<file path="src/rtl/uart_arb_pkg.sv">
// Shared types and defaults for the UART2BUS internal-bus arbiter.
// The optional tenure timeout is enabled with the UART_ARB_TIMEOUT_EN macro.
package uart_arb_pkg;

    typedef enum logic [1:0] {
        IDLE    = 2'd0,
        GRANT   = 2'd1,
        RELEASE = 2'd2
    } arb_state_e;

    localparam int UART_ARB_NUM_REQ  = 4;
    localparam int UART_ARB_MAX_HOLD = 256;

    // Never returns 0, so a 2-entry index or counter still gets one bit.
    function automatic int owner_width(input int n);
        return (n <= 2) ? 1 : $clog2(n);
    endfunction

endpackage

</file>
<file path="src/rtl/uart_rr_picker.sv">
// Combinational round-robin picker: rotate requests so the search starts at
// last_owner+1, take the lowest set bit, then rotate the index back.
module uart_rr_picker
    import uart_arb_pkg::*;
#(
    parameter int NUM_REQ = UART_ARB_NUM_REQ,
    parameter int IDW     = owner_width(NUM_REQ)
) (
    input  logic [NUM_REQ-1:0] req,
    input  logic [IDW-1:0]     last_owner,
    output logic [IDW-1:0]     winner,
    output logic               any_req
);

    logic [2*NUM_REQ-1:0] dbl;
    logic [NUM_REQ-1:0]   rot;
    logic [IDW-1:0]       start;
    logic [IDW-1:0]       offset;
    logic [IDW:0]         sum;
    logic                 found;

    always_comb begin
        start  = (last_owner == IDW'(NUM_REQ - 1)) ? '0 : last_owner + 1'b1;
        dbl    = {req, req} >> start;
        rot    = dbl[NUM_REQ-1:0];
        offset = '0;
        found  = 1'b0;
        for (int i = 0; i < NUM_REQ; i++) begin
            if (!found && rot[i]) begin
                found  = 1'b1;
                offset = IDW'(i);
            end
        end
        sum = {1'b0, start} + {1'b0, offset};
        if (sum >= (IDW + 1)'(NUM_REQ))
            winner = IDW'(sum - (IDW + 1)'(NUM_REQ));
        else
            winner = sum[IDW-1:0];
    end

    assign any_req = |req;

endmodule

</file>
<file path="src/rtl/uart_bus_arbiter.sv">
// Round-robin internal-bus arbiter with registered one-hot grant and a
// one-cycle turnaround between owners; UART_ARB_TIMEOUT_EN bounds tenure.
module uart_bus_arbiter
    import uart_arb_pkg::*;
#(
    parameter int NUM_REQ  = UART_ARB_NUM_REQ,
    parameter int MAX_HOLD = UART_ARB_MAX_HOLD
) (
    input  logic                             clock,
    input  logic                             reset,
    input  logic [NUM_REQ-1:0]               int_req,
    output logic [NUM_REQ-1:0]               int_gnt,
    output logic                             gnt_valid,
    output logic [owner_width(NUM_REQ)-1:0]  gnt_id,
    output logic                             timeout_pulse,
    output logic [1:0]                       dbg_state
);

    localparam int IDW = owner_width(NUM_REQ);
    localparam logic [1:0] ST_IDLE    = IDLE;
    localparam logic [1:0] ST_GRANT   = GRANT;
    localparam logic [1:0] ST_RELEASE = RELEASE;
    localparam logic [NUM_REQ-1:0] ONE_HOT0 = NUM_REQ'(1);

    logic [1:0]     state;
    logic [IDW-1:0] last_owner;
    logic [IDW-1:0] winner;
    logic           any_req;
    logic           force_rel;

    uart_rr_picker #(.NUM_REQ(NUM_REQ), .IDW(IDW)) u_picker (
        .req        (int_req),
        .last_owner (last_owner),
        .winner     (winner),
        .any_req    (any_req)
    );

    // IDLE and RELEASE arbitrate identically; RELEASE only differs in that
    // the grant was already low for the turnaround cycle.
    always_ff @(posedge clock) begin
        if (reset) begin
            state      <= ST_IDLE;
            last_owner <= IDW'(NUM_REQ - 1);
            int_gnt    <= '0;
            gnt_valid  <= 1'b0;
            gnt_id     <= '0;
        end else begin
            case (state)
                ST_GRANT: begin
                    if (!int_req[gnt_id] || force_rel) begin
                        int_gnt   <= '0;
                        gnt_valid <= 1'b0;
                        state     <= ST_RELEASE;
                    end
                end
                default: begin
                    if (any_req) begin
                        int_gnt    <= ONE_HOT0 << winner;
                        gnt_valid  <= 1'b1;
                        gnt_id     <= winner;
                        last_owner <= winner;
                        state      <= ST_GRANT;
                    end else begin
                        state <= ST_IDLE;
                    end
                end
            endcase
        end
    end

`ifdef UART_ARB_TIMEOUT_EN
    localparam int HW = owner_width(MAX_HOLD);

    logic [HW-1:0] hold_cnt;

    assign force_rel = (state == ST_GRANT) && int_req[gnt_id] &&
                       (hold_cnt == HW'(MAX_HOLD - 1));

    // Counter sits at zero outside GRANT, so every new grant starts fresh.
    always_ff @(posedge clock) begin
        if (reset) begin
            hold_cnt      <= '0;
            timeout_pulse <= 1'b0;
        end else begin
            timeout_pulse <= force_rel;
            if (state != ST_GRANT)
                hold_cnt <= '0;
            else
                hold_cnt <= hold_cnt + 1'b1;
        end
    end
`else
    assign force_rel     = 1'b0;
    assign timeout_pulse = 1'b0;
`endif

    assign dbg_state = state;

    always_ff @(posedge clock) begin
        if (!reset) begin
            assert (MAX_HOLD >= 2);
            assert ($onehot0(int_gnt));
        end
    end

endmodule

</file>
<file path="config.mk">
export PLATFORM = sky130hd
export DESIGN_NAME = uart_bus_arbiter
export DESIGN_NICKNAME = d
export VERILOG_FILES = /design/src/rtl/uart_arb_pkg.sv /design/src/rtl/uart_rr_picker.sv /design/src/rtl/uart_bus_arbiter.sv
export SDC_FILE = /design/constraint.sdc
export NUM_CORES = 1
export LEC_CHECK = 0
export ABC_AREA = 1
export CORE_UTILIZATION = 33
export DETAILED_ROUTE_END_ITERATION = 8
export GPL_TIMING_DRIVEN = 0
export HOLD_SLACK_MARGIN = 0.06
export PLACE_DENSITY_LB_ADDON = 0.2
export SYNTH_ARGS = -nofsm -noshare
export SYNTH_HDL_FRONTEND = slang
export SYNTH_SLANG_ARGS = --single-unit
</file>
<file path="constraint.sdc">
create_clock -name clock -period 2.6 [get_ports clock]
set_input_delay 0.65 -clock clock [delete_from_list [all_inputs] [get_ports clock]]
set_output_delay 0.65 -clock clock [all_outputs]
set_load 0.05 [all_outputs]
</file>
# [After elaboration in Yosys (flattened, before gate mapping)]
# Cells that the tools add are included.
[classes] n_addsub=3 order_cmp=2 eq_ne=3 shift=2 n_mux=19 n_bitwise=1 n_reduce_logical=10
[ops] cell="2-to-1 mux 2 bit" count=6
[ops] cell="2-to-1 mux 4 bit" count=3
[ops] cell="2-to-1 mux 1 bit" count=9
[ops] cell="right shift 8 x 2 -> 4 bit" count=1
[ops] cell="AND reduction 2 bit" count=2
[ops] cell="OR reduction 4 bit" count=1
[ops] cell="left shift 1 x 2 -> 4 bit (first input constant)" count=1
[ops] cell="adder 2 x 2 -> 3 bit" count=1
[ops] cell=">= comparator 3 bit (second input constant)" count=1
[ops] cell="logical AND 1 bit" count=3
[ops] cell="zero test 1 bit" count=3
[ops] cell="< comparator 2 x 3 -> 1 bit (second input constant)" count=1
[ops] cell="adder 2 x 1 -> 2 bit (second input constant)" count=1
[ops] cell="binary-select mux 1 bit (select 2 bit)" count=1
[ops] cell="equality test 2 x 1 -> 1 bit (second input constant)" count=1
[ops] cell="equality test 2 bit (second input constant)" count=1
[ops] cell="inequality test 2 bit (second input constant)" count=1
[ops] cell="nonzero test 2 bit" count=1
[ops] cell="subtractor 2 x 1 -> 2 bit (second input constant)" count=1
[ops] cell="NOT 1 bit" count=1
[word_totals] ff_bits=11 out_inout_bits=10 wordCells=45

# [Logic depth before layout (Yosys ltp)]
# Gate-level depths: netlist (run 1).
[depth] word_depth=19 ltp_mapped=13 depth_no_buf=13

# [Cells and area by module]
# A second synthesis (run 1) with hierarchy kept.
[hier_totals] cells_unflattened=121 area_unflattened_um2=757.0
[by_module_without_submodules] module="uart_bus_arbiter" instances=1 cells_per_inst=66 area_each_um2=480.5 seq_area_each_um2=220.2
[by_module_without_submodules] module="uart_rr_picker" instances=1 cells_per_inst=55 area_each_um2=276.5 seq_area_each_um2=0.0

# [Worst setup path before layout (run 1)]
# OpenSTA, ideal clock, no wires.
[synth_timing] path_type="register to register" startpoint="register last_owner[0]" endpoint="register int_gnt[3]" setup_time_ns=0.133 arrival_ns=1.882 slack_ns=0.585 stages_incl_launch_ff=14 n_path_buf=0 period_less_slack_ns=2.015 cell_sequence="dfxtp_1 ha_1 inv_2 nand3_1 nand2_2 nand3_1 a21boi_0 ha_1 xor2_1 inv_1 nand3_2 nand2_2 nand2_1 a21oi_2"
[synth_between] elab_chain_cells=19 word_cells_on_any_way=23
[synth_rtl] item="start: declaration" line="uart_bus_arbiter.sv:26" text="logic [IDW-1:0] last_owner;"
[synth_rtl] item="start signal: assignment" line="uart_bus_arbiter.sv:43" text="last_owner <= IDW'(NUM_REQ - 1);"
[synth_rtl] item="start signal: assignment" line="uart_bus_arbiter.sv:61" text="last_owner <= winner;"
[synth_rtl] item="adder 2 x 1 -> 2 bit / equality test 2 bit (equally long branches)" line="uart_rr_picker.sv:23" text="start = (last_owner == IDW'(NUM_REQ - 1)) ? '0 : last_owner + 1'b1;"
[synth_rtl] item="2-to-1 mux 2 bit *" line="uart_rr_picker.sv:23"
[synth_rtl] item="right shift 8 x 2 -> 4 bit" line="uart_rr_picker.sv:24" text="dbl = {req, req} >> start;"
[synth_rtl] item="2-to-1 mux 1 bit" line="uart_rr_picker.sv:29" text="if (!found && rot[i]) begin"
[synth_rtl] item="zero test 1 bit" line="uart_rr_picker.sv:29"
[synth_rtl] item="logical AND 1 bit" line="uart_rr_picker.sv:29"
[synth_rtl] item="2-to-1 mux 1 bit" line="uart_rr_picker.sv:29"
[synth_rtl] item="zero test 1 bit" line="uart_rr_picker.sv:29"
[synth_rtl] item="[3 not listed]"
[synth_rtl] item="logical AND 1 bit" line="uart_rr_picker.sv:29"
[synth_rtl] item="2-to-1 mux 2 bit" line="uart_rr_picker.sv:29"
[synth_rtl] item="adder 2 x 2 -> 3 bit *" line="uart_rr_picker.sv:34" text="sum = {1'b0, start} + {1'b0, offset};"
[synth_rtl] item=">= comparator 3 bit / subtractor 2 x 1 -> 2 bit (equally long branches)" line="uart_rr_picker.sv:35, uart_rr_picker.sv:36"
[synth_rtl] item="2-to-1 mux 2 bit *" line="uart_rr_picker.sv:35" text="if (sum >= (IDW + 1)'(NUM_REQ))"
[synth_rtl] item="left shift 1 x 2 -> 4 bit *" line="uart_bus_arbiter.sv:58" text="int_gnt <= ONE_HOT0 << winner;"
[synth_rtl] item="2-to-1 mux 4 bit *" line="uart_bus_arbiter.sv:57" text="if (any_req) begin"
[synth_rtl] item="2-to-1 mux 4 bit *" line="uart_bus_arbiter.sv:48" text="case (state)"
[synth_rtl] item="end signal: assignment" line="uart_bus_arbiter.sv:58"
[synth_rtl] item="end: declaration" line="uart_bus_arbiter.sv:12" text="output logic [NUM_REQ-1:0] int_gnt,"
# Every way passes the cells marked *; elsewhere a longest branch is shown, timed or not. The select of a mux whose other input is x is not followed.
# A chain may end at the register's enable or synchronous reset.

# [Final worst setup path (run 1)]
[layout_timing] startpoint="input port int_req[0]" endpoint="register int_gnt[2]"
[layout_between] elab_chain_cells=17 word_cells_on_any_way=26
[layout_rtl] item="start: declaration" line="uart_bus_arbiter.sv:11" text="input logic [NUM_REQ-1:0] int_req,"
[layout_rtl] item="right shift 8 x 2 -> 4 bit" line="uart_rr_picker.sv:24"
[layout_rtl] item="2-to-1 mux 1 bit" line="uart_rr_picker.sv:29"
[layout_rtl] item="zero test 1 bit" line="uart_rr_picker.sv:29"
[layout_rtl] item="logical AND 1 bit" line="uart_rr_picker.sv:29"
[layout_rtl] item="2-to-1 mux 1 bit" line="uart_rr_picker.sv:29"
[layout_rtl] item="zero test 1 bit" line="uart_rr_picker.sv:29"
[layout_rtl] item="logical AND 1 bit" line="uart_rr_picker.sv:29"
[layout_rtl] item="2-to-1 mux 1 bit" line="uart_rr_picker.sv:29"
[layout_rtl] item="zero test 1 bit" line="uart_rr_picker.sv:29"
[layout_rtl] item="logical AND 1 bit" line="uart_rr_picker.sv:29"
[layout_rtl] item="2-to-1 mux 2 bit" line="uart_rr_picker.sv:29"
[layout_rtl] item="adder 2 x 2 -> 3 bit" line="uart_rr_picker.sv:34"
[layout_rtl] item=">= comparator 3 bit / subtractor 2 x 1 -> 2 bit (equally long branches)" line="uart_rr_picker.sv:35, uart_rr_picker.sv:36"
[layout_rtl] item="2-to-1 mux 2 bit" line="uart_rr_picker.sv:35"
[layout_rtl] item="left shift 1 x 2 -> 4 bit" line="uart_bus_arbiter.sv:58"
[layout_rtl] item="2-to-1 mux 4 bit" line="uart_bus_arbiter.sv:57"
[layout_rtl] item="2-to-1 mux 4 bit" line="uart_bus_arbiter.sv:48"
# Parallel ways exist; a longest one is shown, timed or not. The select of a mux whose other input is x is not followed.

==> reports/summary.md, run 1 <==
The detailed router placed 614 vias in this run. The number of buffers added to fix hold violations after cts is 0, and the clock period minus final worst setup slack is 2.30 ns. The total nets after synthesis is 103, and the number of diodes is 0. After layout, the worst path uses 88.6% of the clock period. The logs give 0.668 mV for the maximum resistive drop on vdd and 2.15 mm for the wire length of the first global-routing pass. For this design the static power due to leakage is 0.373 nW.

The worst register-to-register path begins at last_owner[0]. The H-tree depth is 1. In the post-synthesis netlist, the biggest area contributors are sky130_fd_sc_hd__dfxtp_1 34%, sky130_fd_sc_hd__nand2_1 13%, sky130_fd_sc_hd__nand3_1 12%, sky130_fd_sc_hd__nand2_2 6.8%, sky130_fd_sc_hd__a21oi_1 5.4%.

The root buffer cell is sky130_fd_sc_hd__clkbuf_4. On the final layout, the worst clock skew is 0.00243 ns. The number of antenna violations at the first check in global routing was 0. Once the floorplan was initialized, standard cells occupied 36.1% of the core. The number of pins with negative max-slew slack in the final report is 0. The number of detailed-routing iterations run before antenna repair is 4, and the proportion of synthesized chip area in sequential cells is 34.2%. The area share of the leading cell type in the synthesized netlist was 34.2%; the global-route total usage across every layer was 13.9%. Mean instance size in the synthesized netlist: 6.77 um2. The highest clock frequency the design can meet was 434 MHz. The required time of the worst setup path was 2.74 ns. The layout cell share with drive strength beyond 1 is 16.1%. The power density of the placed cells was 1510 nW/um2.

The run gives 11 as the count of clock tree sinks. Setup repair after global routing left no endpoint under its margin. Total power for the finished layout comes to 1.25 mW. The area growth from synthesis to layout was 29.2%. Kind of start point of the critical path: a primary input. The fill cell instance count of the final layout is 197. The critical path in this run is classified as in2reg.

After the last flow step, the layout net total stands at 121. The type of the most critical hold path is reg2reg. The Yosys step of the flow raised 0 warnings. Counting flops and latches in the post-synthesis netlist gives 11. The logs give 2 for the number of buffers on the longest clock path and 0.707 for the final weighted congestion in routability-driven placement. Once detail routing completed, the nets flagged for antenna violations numbered 0.

The number of clock buffers added by TritonCTS is 3. The tools report the floorplan row count as 15. Post-synthesis instance total: 95. For the count of endpoints failing hold in the final timing report, the log shows 0.

The flow ran to the end, and the final reports show no timing, DRC or antenna violations. The initial DRC count was 13. Clock-pin slew was measured on the worst setup and hold paths at 0.07 ns. The number of setup buffers added after CTS is 0. The tools report the area of the mapped netlist as 643 um2. The worst hold path passes through 2 cells.

The HPWL after detailed placement is 982 um. 16 I/O pins were placed. The via density per instance was 4.48; the post-synthesis cell type count was 19. TritonCTS built the clock tree. Entering global routing, the biggest net connects 11 pins.

Die outline width: 46.1 um. At the worst endpoint, the arrival time is 2.44 ns. The worst register-to-register path ends at int_gnt[2]. The number of setup violations in the final report is 0, and the overflow left after global routing is 0. The routed design has 1.27 mm of wire. The path with the worst hold slack has its endpoint at gnt_valid.

The standard cell core area was 1780 um2; the insertion delay to the later sink of the worst-skew pair was 0.26 ns. Number of global-route vias before repair: 529. The number of buffers added on ports is 13.

Measured in cells, the most critical reg-to-reg path has a length of 13. The floorplan step set the die height to 46.1 um. The total of max-cap violations was 0; the number of design rule violations left after detail routing was 0. Setup slack on the worst reg-to-reg path comes out at 0.38 ns. The run gives 2130 um2 as the area of the die. The average wire per cell in the routed design was 9.24 um.

Of all nets on the critical path, the largest fanout is 4. The tools report the endpoint type of the worst setup path as a register. After routing, the total negative slack on setup checks comes to 0 ns. In this run the most critical hold path is launched from gnt_valid. The run gives 0 as the number of gates resized after CTS.

The biggest area contributor in the post-synthesis netlist is sky130_fd_sc_hd__dfxtp_1.
-- per-stage QoR --
stage / worst slack, ns / cell area [um2] / cells / utilization (%) / hold WS [ns]
6_report: 0.296 / 831 / 137 / 46.6 / 0.470
5_1_grt: 0.0959 / 831 / 137 / 46.6 / 0.482
4_1_cts: 0.307 / 831 / 137 / 46.6 / 0.473
3_5_place_dp: 0.0374 / 805 / 133 / 45.1 / 0.462
3_3_place_gp: 0.0237 / 805 / 133 / 45.1 / 0.450
2_1_floorplan: 0.585 / 643 / 95 / - / 0.445
-- power breakdown --
group | internal [mW] | total, mW | switching (mW)
logic | 0.307 | 0.870 | 0.563
clock network | 0.0593 | 0.114 | 0.0546
registers | 0.226 | 0.267 | 0.0411
total | 0.592 | 1.25 | 0.658
-- final cells by class --
cell class / count / area [um2] / share of cell area (%)
Tap cell: 25 / 31.3 / 3.77
Inverter: 11 / 42.5 / 5.12
Sequential cell: 11 / 220 / 26.5
Clock buffer: 4 / 26.3 / 3.16
Timing Repair Buffer: 13 / 130 / 15.7
Buffer: 2 / 11.3 / 1.36
Multi-Input combinational cell: 71 / 369 / 44.4
-- state kept, by name, summed over array words and instances (netlist names) --
register / flops
gnt_valid: 1
last_owner: 2
gnt_id: 2
dbg_state: 2
int_gnt: 4
-- synth_stat cells, drive strengths merged --
master	instances
o211ai	2
a21oi	10
ha	2
nand2	30
nor2	6
o21ai	2
xor2	1
clkbuf	1
a21boi	1
dfxtp	11
buf	1
conb	1
clkinv	1
inv	10
nand3	16
-- per-layer routing --
layer  track usage, %  routed length, um
met5                0                  0
met2             20.6                543
met4             1.76                  0
met1             19.2                666
met3             5.88                 55
-- critical path: stages --
cell and delay [ns]:
sky130_fd_sc_hd__clkdlybuf4s50_1 0.47, sky130_fd_sc_hd__nand2_1 0.12, sky130_fd_sc_hd__nand3_1 0.10, sky130_fd_sc_hd__nand2_2 0.10, sky130_fd_sc_hd__nand3_1 0.07, sky130_fd_sc_hd__a21boi_0 0.16
sky130_fd_sc_hd__ha_1 0.18, sky130_fd_sc_hd__xor2_1 0.22, sky130_fd_sc_hd__inv_1 0.08, sky130_fd_sc_hd__nand3_2 0.10, sky130_fd_sc_hd__nand2_2 0.08, sky130_fd_sc_hd__nand2_1 0.08
sky130_fd_sc_hd__a21oi_2 0.05
-- cell usage in the layout, fill, tap and decap left out, drive strengths merged --
| cell | instances |
|---|---|
| nand2 | 30 |
| a21oi | 10 |
| clkdlybuf4s50 | 13 |
| nor2 | 6 |
| xor2 | 1 |
| o211ai | 2 |
| inv | 10 |
| conb | 1 |
| a21boi | 1 |
| buf | 1 |
| clkinv | 1 |
| ha | 2 |
| dfxtp | 11 |
| nand3 | 16 |
| o21ai | 2 |
| clkbuf | 5 |
-- cell families (layout without fill, tap and decap cells) --
kind of cell | Yosys count | in the layout | synth area share [%]
simple gates | 52 | 52 | 37.0
compound gates | 15 | 15 | 14.6
buf+inv | 13 | 30 | 8.37
flops | 11 | 11 | 34.2
fa+ha+maj | 2 | 2 | 3.89
other cells | 1 | 1 | 0.583
xor+xnor | 1 | 1 | 1.36
-- worst max-delay path by stage --
stage,cells past startpoint,to,startpoint
floorplan,13,int_gnt[3],last_owner[0]
global placement,13,int_gnt[3],int_req[0]
detailed placement,13,int_gnt[3],int_req[1]
CTS,13,int_gnt[2],int_req[1]
global route,13,int_gnt[3],int_req[0]
finish,13,int_gnt[2],int_req[0]
No activity file was read; power rests on OpenSTA's default activity.
==> run 2: changes to the inputs <==
--- a/config.mk
+++ b/config.mk
@@ -13,4 +13,5 @@
 export PLACE_DENSITY_LB_ADDON = 0.2
 export SYNTH_ARGS = -nofsm -noshare
 export SYNTH_HDL_FRONTEND = slang
+export SYNTH_HIERARCHICAL = 1
 export SYNTH_SLANG_ARGS = --single-unit
==> reports/summary.md, run 2 <==
The run finished with clean final reports. The tools report the proportion of synthesized chip area in sequential cells as 29.1% (-5.2 points). The actual slew at the worst max-slew pin is 0.497 ns, and the placed instance area is 921 um2 (+14%). Setup repair after global routing left no endpoint under its margin.

The total of max-cap violations was 0 (unchanged); the HPWL reported at the end of detailed placement was 1.27 mm (+29%). Count of clock tree sinks: 11 (unchanged). The type of the setup path with the least slack was reg2out. The highest layer touched by signal routing is met4. The area share of the leading cell type in the synthesized netlist was 29.1% (-5.2 points).

The initial standard-cell utilization of the core was 36.7% (+0.64 points); the average wire per cell in the routed design was 9.65 um (+4.4%). The share of flip-flops with an asynchronous set or reset after synthesis is 0% (unchanged), and the clock tree skew after final layout is 0.00519 ns (+0.00276 ns). Final wirelength: 1.59 mm (+26%). For the total routed wire length on the met1 layer, the log shows 829 um (+24%). Walking the worst path, the cells encountered are clkdlybuf4s50_1.

The overall power is 1.36 mW (+8.8%). The tools report the number of buffers inserted to repair setup after CTS as 0 (unchanged). sky130_fd_sc_hd__nand2_1 is the most common cell in the netlist. The logs give 146 (+21%) for the net total in the final layout and 220 um2 (unchanged) for the register area. The run gives 11 (-2) as the initial DRC count.

The power density of the placed cells came out at 1440 nW/um2 (-4.7%). The number of flip-flops under the largest register name is 4 (unchanged), and the hold path depth is 2 (unchanged). The final cycle utilization of the critical path was 83.4% (-5.2 points). The library cells used most frequently in the layout, excluding fill and tap cells, are 35 x sky130_fd_sc_hd__nand2_1, 16 x sky130_fd_sc_hd__nand3_1, 15 x sky130_fd_sc_hd__inv_1, 13 x sky130_fd_sc_hd__clkdlybuf4s50_1, 11 x sky130_fd_sc_hd__dfxtp_1. By area the synthesized netlist is led by sky130_fd_sc_hd__dfxtp_1 29%, sky130_fd_sc_hd__nand2_1 17%, sky130_fd_sc_hd__nand3_1 11%, sky130_fd_sc_hd__inv_1 7.4%, sky130_fd_sc_hd__a21oi_1 6.6%. The mean instance size in the synthesized netlist was 6.26 um2 (-7.6%). The number of buffers added to fix hold violations after cts was 0 (unchanged); the fill cell instance count of the final layout was 218 (+11%).

The final cell count without fillers is 165 (+20%), and the wire length of the first global-routing pass is 2.82 mm (+32%). Most common cell after layout, fill and taps aside: sky130_fd_sc_hd__nand2_1. The tools report the root buffer cell as sky130_fd_sc_hd__clkbuf_4.

The H-tree depth is 1 (unchanged), and the total nets after synthesis is 128 (+24%). The run gives 0.715 mV (+7.1%) as the maximum resistive drop on vdd. The cell family contributing the most delay on the critical path is buffers and inverters. The logs give 0 (unchanged) for the count of endpoints failing hold in the final timing report and 0.27 ns (about the same) for the insertion delay to the later sink of the worst-skew pair. The number of buffers added on ports works out to 13 (unchanged). The commonest cells after synthesis are 35 x sky130_fd_sc_hd__nand2_1, 16 x sky130_fd_sc_hd__nand3_1, 15 x sky130_fd_sc_hd__inv_1, 11 x sky130_fd_sc_hd__dfxtp_1, 10 x sky130_fd_sc_hd__a21oi_1. The area growth from synthesis to layout is 25.3%. The run gives 757 um2 (+18%) as the area of the mapped netlist. The number of I/O pins is 16 (unchanged). The number of flops mapped to enable cells by yosys was 0 (unchanged); the final core utilization was 46.0% (-0.60 points).

The highest clock frequency the design can meet was 461 MHz (+6.2%); the number of global-route vias before repair was 700 (+32%). The required time of the worst setup path was 1.95 ns (-0.79 ns); the met3 wire length was 54 um (-1.8%). TritonCTS built the clock tree.

The number of buffers created by CTS was 3 (unchanged); the number of warnings printed during yosys synthesis was 6 (+6). The instance count on the critical path was 1 (-12); the overflow left after global routing was 0 (unchanged). The largest fanout of any net on the critical path is 5 (+1), and the setup TNS after final layout is 0 ns (unchanged). STA classifies the critical path endpoint as an output pin.

The arrival time at the worst endpoint was 1.52 ns (-0.92 ns). The type of the most critical hold path is reg2reg. The global-route total usage across every layer is 14.7% (+0.78 points). Layout cell share with drive strength beyond 1: 18.1% (+2.0 points). For the area of all placed cells without fillers, the log shows 948 um2 (+14%). The final weighted congestion in routability-driven placement was 0.858 (+21%). The die outline width is 49.9 um (+8.1%), and the floorplan row count is 16 (+1). The flop and latch count out of synthesis was 11 (unchanged); the number of setup violations in the final report was 0 (unchanged). The clock period minus final worst setup slack is 2.17 ns (-0.135 ns), and the leakage power total is 0.460 nW (+23%). The pin count of the biggest net entering global routing came out at 11 (unchanged). The cell count after placement was 161 (+21%); the number of antenna violations at the first check in global routing was 0 (unchanged). Master of the slowest instance on the critical path: sky130_fd_sc_hd__clkdlybuf4s50_1. Number of cell instances on the worst register-to-register path: 15 (+2). The worst stage delay on the critical path works out to 0.84 ns (+0.37 ns). The combined buffer and inverter count along the critical path is 1 (-1), and the post-synthesis cell type count is 20 (+1). The register with the most flip-flops is int_gnt. The number of detailed-routing iterations run before antenna repair was 7 (+3); the y dimension of the die was 49.9 um (+8.1%). The kind of start point of the critical path was a register. For the via total after detailed routing, the log shows 767 (+25%). The run gives 2490 um2 (+17%) as the area of the die. For the number of gates resized after CTS, the log shows 0 (unchanged). The number of buffers on the longest clock path is 2 (unchanged).

The biggest area contributor in the post-synthesis netlist is sky130_fd_sc_hd__dfxtp_1. In this run the tightest slew margin relative to its limit is 66.7%. Number of diodes: 0 (unchanged).

The most used flip-flop cell after synthesis is sky130_fd_sc_hd__dfxtp_1. The number of design rule violations left after detail routing was 0 (unchanged). The clock transition at the register clock pins on the worst setup and hold paths after CTS was 0.07 ns (about the same); the wire length on met2 was 685 um (+26%). The combined area of the multi-input logic cells is 428 um2 (+16%), and the residual antenna-violating net count after detailed routing is 0 (unchanged).

The number of pins with negative max-slew slack in the final report was 0 (unchanged). The via density per instance was 4.65 (+3.7%). The standard cell core area came out at 2060 um2 (+16%). The tools report the post-synthesis instance total as 121 (+27%).
## run 2: through the flow
stage | worst slack [ns] | hold WS, ns
final | 0.431 | 0.462
after global routing | 0.161 | 0.506
after CTS | 0.419 | 0.463
after detailed placement | 0.174 | 0.453
after global placement | 0.214 | 0.449
after floorplan | 0.767 | 0.432
## run 2: area by class of cell
type,instances,share of cell area (%)
buffer,4,4.35
clock buffer,3,2.37
clock inverter,1,0.528
inverter,18,7.12
multi-input combinational,88,45.1
sequential,11,23.2
tap,27,3.56
timing repair buffer,13,13.7
## run 2: logic make-up (layout without fill, tap and decap cells)
group	Yosys count	in the layout	synth area share [%]
and+or+nand+nor	73	73	44.8
buffers and inverters	22	39	14.4
AOI/OAI and AO/OA	13	13	9.59
DFF	11	11	29.1
adders and majority gates	1	1	1.65
other	1	1	0.495
## run 2: final timing paths
path            startpoint         end  slack [ns]
max              gnt_id[0]   gnt_id[0]        0.43
min              gnt_valid   gnt_valid        0.46
max reg2reg  last_owner[0]  int_gnt[2]        0.49
min reg2reg      gnt_valid   gnt_valid        0.46
## run 2: routing by layer
layer  vias up  global-route usage (%)
met3         4                    5.25
met1       337                    17.9
met5         -                       0
li1        410                       -
met2        16                    23.4
met4         0                    5.71
## run 2: power by group
group	total (mW)	internal (mW)	switching, mW
Combinational	0.982	0.336	0.646
Sequential	0.263	0.222	0.0404
Clock	0.116	0.0570	0.0592
Total	1.36	0.615	0.746
